### src/rtl/fifo_rd_stream.sv
// fifo_rd_stream: read-side drainer for async_fifo.
// Pops words from the FIFO read port into a 2-entry elastic buffer and
// presents the buffer head on a valid/ready stream. The buffer absorbs
// downstream backpressure. Supports fall-through and registered FIFO reads.
// Optional: define FIFO_RD_STALL_CNT_EN to add the stall_cnt output.
module fifo_rd_stream #(
  parameter int    DSIZE       = 8,
  parameter string FALLTHROUGH = "TRUE",
  parameter int    CNT_W       = 16
) (
  input  logic             rclk,
  input  logic             rrst_n,
  input  logic             enable,
  input  logic             flush,
  input  logic             fifo_empty,
  input  logic [DSIZE-1:0] fifo_rdata,
  output logic             fifo_ren,
  output logic             fifo_rptr_clr,
  output logic             out_valid,
  output logic [DSIZE-1:0] out_data,
  input  logic             out_ready,
  output logic [CNT_W-1:0] word_cnt,
  output logic             busy
`ifdef FIFO_RD_STALL_CNT_EN
  ,
  output logic [CNT_W-1:0] stall_cnt
`endif
);

  localparam bit FT = (FALLTHROUGH == "TRUE");

  typedef enum logic [1:0] {IDLE, RUN, FLUSH} state_t;

  state_t           state;
  logic [1:0]       occ;
  logic             inflight;
  logic [DSIZE-1:0] head_q;
  logic [DSIZE-1:0] tail_q;
  logic [1:0]       in_use;
  logic             cap;
  logic             xfer;

  // Pops are decided from registered occupancy only, so a word is only
  // requested when a buffer slot is guaranteed to be free for it.
  assign in_use        = occ + {1'b0, inflight};
  assign fifo_ren      = (state == RUN) && enable && !fifo_empty &&
                         (in_use < 2'd2) && !flush;
  // Fall-through data lands on the pop edge; registered data one cycle later.
  assign cap           = !flush && (FT ? fifo_ren : inflight);
  assign xfer          = out_valid && out_ready && !flush;
  assign out_valid     = (occ != 2'd0);
  assign out_data      = head_q;
  assign busy          = out_valid || inflight;
  assign fifo_rptr_clr = (state == FLUSH);

  // Control state: flush overrides everything and lasts one cycle.
  always_ff @(posedge rclk or negedge rrst_n) begin
    if (!rrst_n) begin
      state <= IDLE;
    end else if (flush) begin
      state <= FLUSH;
    end else begin
      case (state)
        IDLE:    if (enable) state <= RUN;
        RUN:     if (!enable && !inflight) state <= IDLE;
        default: state <= IDLE;
      endcase
    end
  end

  // Registered-read tracking: a pop leaves one word in flight for a cycle.
  always_ff @(posedge rclk or negedge rrst_n) begin
    if (!rrst_n) begin
      inflight <= 1'b0;
    end else if (flush || FT) begin
      inflight <= 1'b0;
    end else begin
      inflight <= fifo_ren;
    end
  end

  // Two-entry in-order buffer; head_q is always the oldest word.
  always_ff @(posedge rclk or negedge rrst_n) begin
    if (!rrst_n) begin
      occ    <= 2'd0;
      head_q <= '0;
      tail_q <= '0;
    end else if (flush) begin
      occ <= 2'd0;
    end else begin
      case ({cap, xfer})
        2'b10: begin
          if (occ == 2'd0) head_q <= fifo_rdata;
          else             tail_q <= fifo_rdata;
          occ <= occ + 2'd1;
        end
        2'b01: begin
          head_q <= tail_q;
          occ    <= occ - 2'd1;
        end
        2'b11: begin
          if (occ == 2'd1) begin
            head_q <= fifo_rdata;
          end else begin
            head_q <= tail_q;
            tail_q <= fifo_rdata;
          end
        end
        default: ;
      endcase
    end
  end

  // Accepted-word counter; wraps naturally and survives flush.
  always_ff @(posedge rclk or negedge rrst_n) begin
    if (!rrst_n) begin
      word_cnt <= '0;
    end else if (xfer) begin
      word_cnt <= word_cnt + 1'b1;
    end
  end

`ifdef FIFO_RD_STALL_CNT_EN
  // Saturating count of cycles where a word waits on the downstream.
  always_ff @(posedge rclk or negedge rrst_n) begin
    if (!rrst_n) begin
      stall_cnt <= '0;
    end else if (flush) begin
      stall_cnt <= '0;
    end else if (out_valid && !out_ready && (stall_cnt != '1)) begin
      stall_cnt <= stall_cnt + 1'b1;
    end
  end
`endif

endmodule

### config.mk
export PLATFORM = sky130hd
export DESIGN_NAME = fifo_rd_stream
export DESIGN_NICKNAME = d
export VERILOG_FILES = /design/src/rtl/fifo_rd_stream.sv
export SDC_FILE = /design/constraint.sdc
export NUM_CORES = 1
export LEC_CHECK = 0
export CORE_MARGIN = 2
export CORE_UTILIZATION = 40
export CTS_BUF_LIST = sky130_fd_sc_hd__clkbuf_16
export CTS_CLUSTER_SIZE = 12
export DETAILED_ROUTE_END_ITERATION = 7
export HOLD_SLACK_MARGIN = 0.02
export PLACE_DENSITY = 0.67
export RECOVER_POWER = 50
export SLEW_MARGIN = 20
export SYNTH_ARGS = -nofsm -noshare
export SYNTH_HDL_FRONTEND = slang
export SYNTH_SLANG_ARGS = --single-unit
export TNS_END_PERCENT = 1
### constraint.sdc
create_clock -name rclk -period 6 [get_ports rclk]
set_input_delay 1.5 -clock rclk [delete_from_list [all_inputs] [get_ports rclk]]
set_output_delay 1.5 -clock rclk [all_outputs]
set_load 0.02 [all_outputs]
==> results of run 1 <==
[logic make-up after synthesis]
logic type / synth area share
AND/OR/NAND/NOR: 0.1700
XOR/XNOR: 0.09070
flip-flops: 0.5488
multiplexers: 0.06174
buffers and inverters: 0.03430
AO/OA/AOI/OAI: 0.07164
adder cells (fa/ha/maj): 0.02287
[power breakdown]
| part | internal [W] | switching (W) | total (W) |
|---|---|---|---|
| logic | 0.000134 | 0.000125 | 0.000260 |
| clock network | 0.000193 | 0.0000963 | 0.000290 |
| registers | 0.000292 | 0.0000384 | 0.000331 |
[per-stage QoR]
step                      utilization  cell area, um^2  hold WS (ns)  total power, W
after floorplan                     -             1642        0.4345       0.0004802
after global placement         0.5258             2088        0.4587       0.0006008
after detailed placement       0.5258             2088        0.4607       0.0006085
after CTS                      0.5671             2252        0.4679       0.0009031
after global routing           0.5658             2247        0.4871       0.0009221
final                          0.5658             2247        0.4563       0.0008803
[registers in the layout, summed over array words and instances, names as in the netlist]
register / flops
state: 2
word_cnt: 16
tail_q: 8
occ: 2
out_data: 8
[synth_stat cells, drive strengths merged, types with 2 or more instances]
cell | number | share of area
dfrtp | 36 | 0.55
xnor2 | 11 | 0.059
or3 | 10 | 0.040
mux2 | 9 | 0.062
o221a | 8 | 0.055
inv | 6 | 0.014
nand2 | 6 | 0.015
nand4 | 6 | 0.023
xor2 | 6 | 0.032
nor3 | 5 | 0.015
nand3 | 4 | 0.012
nor2 | 4 | 0.011
buf | 3 | 0.014
ha | 3 | 0.023
nor2b | 2 | 0.0076
o21ai | 2 | 0.0084
[worst paths after layout]
kind,start,to,slack [ns],cells after the start
min in group asynchronous,rrst_n,out_data[6],2.28,2
setup / recovery,flush,fifo_ren,1.05,4
max in group asynchronous,rrst_n,word_cnt[4],2.62,2
hold / removal,word_cnt[15],word_cnt[15],0.46,1
hold reg to reg,word_cnt[15],word_cnt[15],0.46,1
setup reg to reg,occ[1],word_cnt[14],3.80,6
[layer usage]
layer	routed length, um	GRT usage	up-vias
met5	0	0	-
met4	63	0.08250	0
met3	174	0.05757	5
met2	1575	0.2694	28
met1	1505	0.2004	584
li1	-	-	565
[cell type report]
class / instances / share of cell area
Inverter: 6 / 0.01002
Timing Repair Buffer: 42 / 0.1843
Sequential cell: 36 / 0.4009
Tap cell: 50 / 0.02784
Clock inverter: 3 / 0.01726
Multi-Input combinational cell: 87 / 0.3040
Clock buffer: 5 / 0.05568
[worst max-delay path, stage by stage]
cell and delay, ns:
dlygate4sd3_1 0.63, or3_2 0.61, inv_2 0.10, clkdlybuf4s50_1 0.60
==> out/results.tsv, run 1 <==
stage	metric	value	unit
layout	final net count	195	
synth	Synthesized Nets	150	
timing	Slew Limit Fails	37	
layout	P&R area growth vs syn	36.89	%
synth	Mapped Area	1642	um^2
clock_tree	clock root buffer	clkbuf_16	
run_status	failing checks	max-capacitance violations, max-slew violations	
layout	final cell count without fillers	229	
grt	initial antenna violation count	0	
clock_tree	insertion delay to the later sink of the worst-skew pair	0.28	ns
floorplan	num ports	42	
timing	Achievable Freq	202.2	MHz
route	Detailed Route Iter0 Violations	66	
grt	GRT Total Usage	0.1678	
floorplan	core area	3971	um^2
setup_path	CP endpoint kind	output pin	
placed_design	Port Buffer Count	41	
floorplan	Total Die Area	4632	um^2
clock_tree	CTS Buffer Depth	2	
power_and_ir_drop	static leakage	0.9613	nW
timing	RSZ-0062 raised after global routing	no	
synth	sequential share of the synthesized area	0.5488	
synth	synthesized instance count	133	
route	remaining routing DRC violations	0	
route	DRT antenna net count	0	
route	Routed WL	3319	um
synth	Yosys warning count	0	
route	via count	1182	
power_and_ir_drop	power per cell area	391.7	nW/um^2
timing	final hold viol count	0	
setup_path	required time worst endpoint	4.50	ns
setup_path	CP Class	primary input to output pin	
floorplan	Row Count	23	
floorplan	Chip Height	68.06	um
layout	Multi-input gate area	683.2	um^2
synth	ys async rst share	1.000	
timing	TNS Setup	0	ns
clock_tree	CTS tree	done	
synth	count of cell types in the netlist	35	
timing	final setup vio count	0	
timing	post-route minimum period	4.946	ns
synth	Synth Register Bits	36	
grt	vias in the first global route	1180	
timing	clock skew	0.003517	ns
layout	share of cells above drive strength 1	0.1788	
clock_tree	clock-pin slew on the worst setup and hold paths	0.05	ns
setup_path	CP max FO	10	
run_status	status	complete, but fails checks	
timing	min setup slack post-route	1.054	ns
run	Max Cap Viol	1	
setup_path	Worst Path Arrival	3.45	ns
placed_design	Post-DP HPWL	2370	um
hold_path	worst hold path class	flop to flop	
timing	worst rel slew slack	-0.2696	
power_and_ir_drop	Worst VDD drop	0.0001630	V
route	Wirelength per Cell	14.49	um
layout	most frequent cells in the layout	dfrtp_1, clkdlybuf4s50_1, dlygate4sd3_1	
clock_tree	# resized after CTS	0	
layout	diode count	0	
floorplan	Chip Width	68.06	um
layout	sequential cell area	900.9	um^2
route	vias per cell	5.162	
grt	largest net degree at the start of global routing	37	
synth	syn avg cell area	12.34	um^2
timing	Least-Margin Pin Slew	1.904	ns
clock_tree	H-tree levels	2	
layout	commonest non-fill, non-tap cell in the layout	dfrtp_1	
placed_design	final RePlAce weighted congestion	0.7618	
placed_design	pre-CTS setup slack	1.096	ns
clock_tree	Post-CTS Setup Repair Bufs	0	
clock_tree	cts hold-fix bufs	0	
setup_path	startpoint types	primary input	
synth	Post-synth EDFFs	0	
synth	Main synth FF type	dfrtp_1	
floorplan	Initial Utilization	0.4134	
timing	final worst path period share	0.8244	
clock_tree	clk sinks	36	
layout	Filler cells	341	
grt	first-pass GRT wire length	5554	um
route	drt pass-1 iters	4	
placed_design	Placed Cells	221	
clock_tree	total CTS buffers	5	
grt	GR Overflow Total	0	
Note: power is estimated with default switching activity, not from simulation.
==> inputs of run 2 (changes only) <==
PLACE_DENSITY = 0.7   (was 0.67)
clock period = 4.4 ns   (was 6 ns; I/O delays follow)
==> out/results.tsv, run 2 (synthesis results as in run 1) <==
stage	metric	value	unit	change
setup_path	startpoint types	primary input		
layout	final net count	195		unchanged
clock_tree	total CTS buffers	5		unchanged
timing	RSZ-0062 raised after global routing	no		
timing	final worst path period share	0.9420		
clock_tree	H-tree levels	2		unchanged
layout	max FFs per register	16		unchanged
placed_design	final RePlAce weighted congestion	0.7500		-1.5%
setup_path	Worst Path Arrival	3.04	ns	-0.41 ns
grt	initial antenna violation count	0		unchanged
layout	design area	2221	um^2	-1.2%
grt	GRT Total Usage	0.1550		-0.01283
layout	share of cells above drive strength 1	0.1732		-0.005587
setup_path	max incr delay on CP	0.63	ns	about the same
clock_tree	clk sinks	36		unchanged
timing	TNS Setup	0	ns	unchanged
setup_path	CP endpoint kind	output pin		
placed_design	Post-DP Area	2088	um^2	unchanged
floorplan	num ports	42		unchanged
layout	diode count	0		unchanged
timing	Slew Limit Fails	37		unchanged
layout	largest reg by FF count	word_cnt		
placed_design	pre-CTS setup slack	0.3257	ns	-0.7708 ns
clock_tree	clock root buffer	clkbuf_16		
timing	min setup slack post-route	0.2551	ns	-0.7987 ns
floorplan	core area	3971	um^2	unchanged
timing	clock skew	0.002923	ns	-0.0005947 ns
floorplan	Chip Width	68.06	um	unchanged
route	met1 wire length	1421	um	-5.6%
run_status	failing checks	max-capacitance violations, max-slew violations		
setup_path	CP Class	primary input to output pin		
clock_tree	insertion delay to the later sink of the worst-skew pair	0.27	ns	about the same
clock_tree	Post-CTS Setup Repair Bufs	0		unchanged
floorplan	Initial Utilization	0.4134		unchanged
power_and_ir_drop	Worst VDD drop	0.0002767	V	+70%
timing	worst rel slew slack	-0.2673		+0.002240
route	met2 WL	1637	um	+3.9%
clock_tree	cts hold-fix bufs	0		unchanged
route	via count	1191		+0.76%
layout	Filler cells	334		-2.1%
route	top layer in use	met4		
floorplan	Row Count	23		unchanged
clock_tree	CTS Buffer Depth	2		unchanged
clock_tree	# resized after CTS	0		unchanged
timing	post-route minimum period	4.145	ns	
placed_design	Port Buffer Count	41		unchanged
route	vias per cell	5.201		+0.76%
route	remaining routing DRC violations	0		unchanged
clock_tree	clock-pin slew on the worst setup and hold paths	0.05	ns	about the same
route	DRT antenna net count	0		unchanged
setup_path	Worst path slowest cell	dlygate4sd3_1		
layout	P&R area growth vs syn	35.29	%	
clock_tree	CTS tree	done		
route	Detailed Route Iter0 Violations	52		-21%
layout	commonest non-fill, non-tap cell in the layout	dfrtp_1		
power_and_ir_drop	power per cell area	508.3	nW/um^2	+30%
run_status	status	complete, but fails checks		
placed_design	Post-DP HPWL	2337	um	-1.4%
layout	most frequent cells in the layout	dfrtp_1, clkdlybuf4s50_1, xnor2_1, dlygate4sd3_1, mux2_2		
route	drt pass-1 iters	4		unchanged
run	Max Cap Viol	1		unchanged
grt	vias in the first global route	1174		-0.51%
floorplan	Total Die Area	4632	um^2	unchanged
timing	worst hold slack	0.4615	ns	+0.005188 ns
grt	first-pass GRT wire length	5306	um	-4.5%
route	met3 routed WL	106	um	-39%
power_and_ir_drop	static leakage	0.9494	nW	-1.2%
setup_path	crit-path cells	dlygate4sd3_1, or3_2, inv_2, clkdlybuf4s50_1		
timing	final setup vio count	0		unchanged
timing	Achievable Freq	241.3	MHz	
grt	largest net degree at the start of global routing	37		unchanged
route	Routed WL	3217	um	-3.1%
setup_path	CP max FO	10		unchanged
route	Wirelength per Cell	14.05	um	-3.1%
setup_path	required time worst endpoint	3.30	ns	-1.20 ns
timing	Least-Margin Pin Slew	1.901	ns	-0.003360 ns
grt	GR Overflow Total	0		unchanged
floorplan	Chip Height	68.06	um	unchanged
timing	final hold viol count	0		unchanged
hold_path	worst hold path class	flop to flop		
run 2: where the power goes:
part           switching (W)  internal [W]  total [W]  leakage, nW
Combinational       0.000168      0.000184   0.000353        0.408
Clock               0.000120      0.000203   0.000323       0.0738
Sequential         0.0000547      0.000399   0.000453        0.468
run 2: final cells by class:
class                   count  area [um^2]  share of cell area
clock inverters             3        11.26            0.005070
well taps                  50        62.56             0.02817
multi-input cells          87        684.4              0.3082
repair buffers             42        414.1              0.1865
inverters                   6        22.52             0.01014
flip-flops and latches     36        900.9              0.4056
clock buffers               5        125.1             0.05634
run 2: critical path: cells and delay by family:
family                 cells  cell delay, ns
buffers and inverters      3            1.33
AND/OR/NAND/NOR            1            0.61
run 2: metal layers:
| metal | GRT usage | up-vias |
|---|---|---|
| li1 | - | 566 |
| met1 | 0.1871 | 597 |
| met2 | 0.2585 | 23 |
| met3 | 0.04112 | 5 |
| met4 | 0.07000 | 0 |
| met5 | 0 | - |
run 2: worst paths after layout:
path	from	to	slack (ns)	depth (start not counted)
max	flush	fifo_ren	0.26	4
min	word_cnt[15]	word_cnt[15]	0.46	1
max reg2reg	occ[1]	word_cnt[15]	2.22	6
min reg2reg	word_cnt[15]	word_cnt[15]	0.46	1
max in group asynchronous	rrst_n	out_data[7]	1.42	2
min in group asynchronous	rrst_n	tail_q[6]	1.88	2
run 2: metrics by stage:
stage,util,power [W],std cells
2_1_floorplan,-,0.0006548,133
3_3_place_gp,0.5258,0.0008188,221
3_5_place_dp,0.5258,0.0008302,221
4_1_cts,0.5602,0.001155,229
5_1_grt,0.5592,0.001191,229
6_report,0.5592,0.001129,229
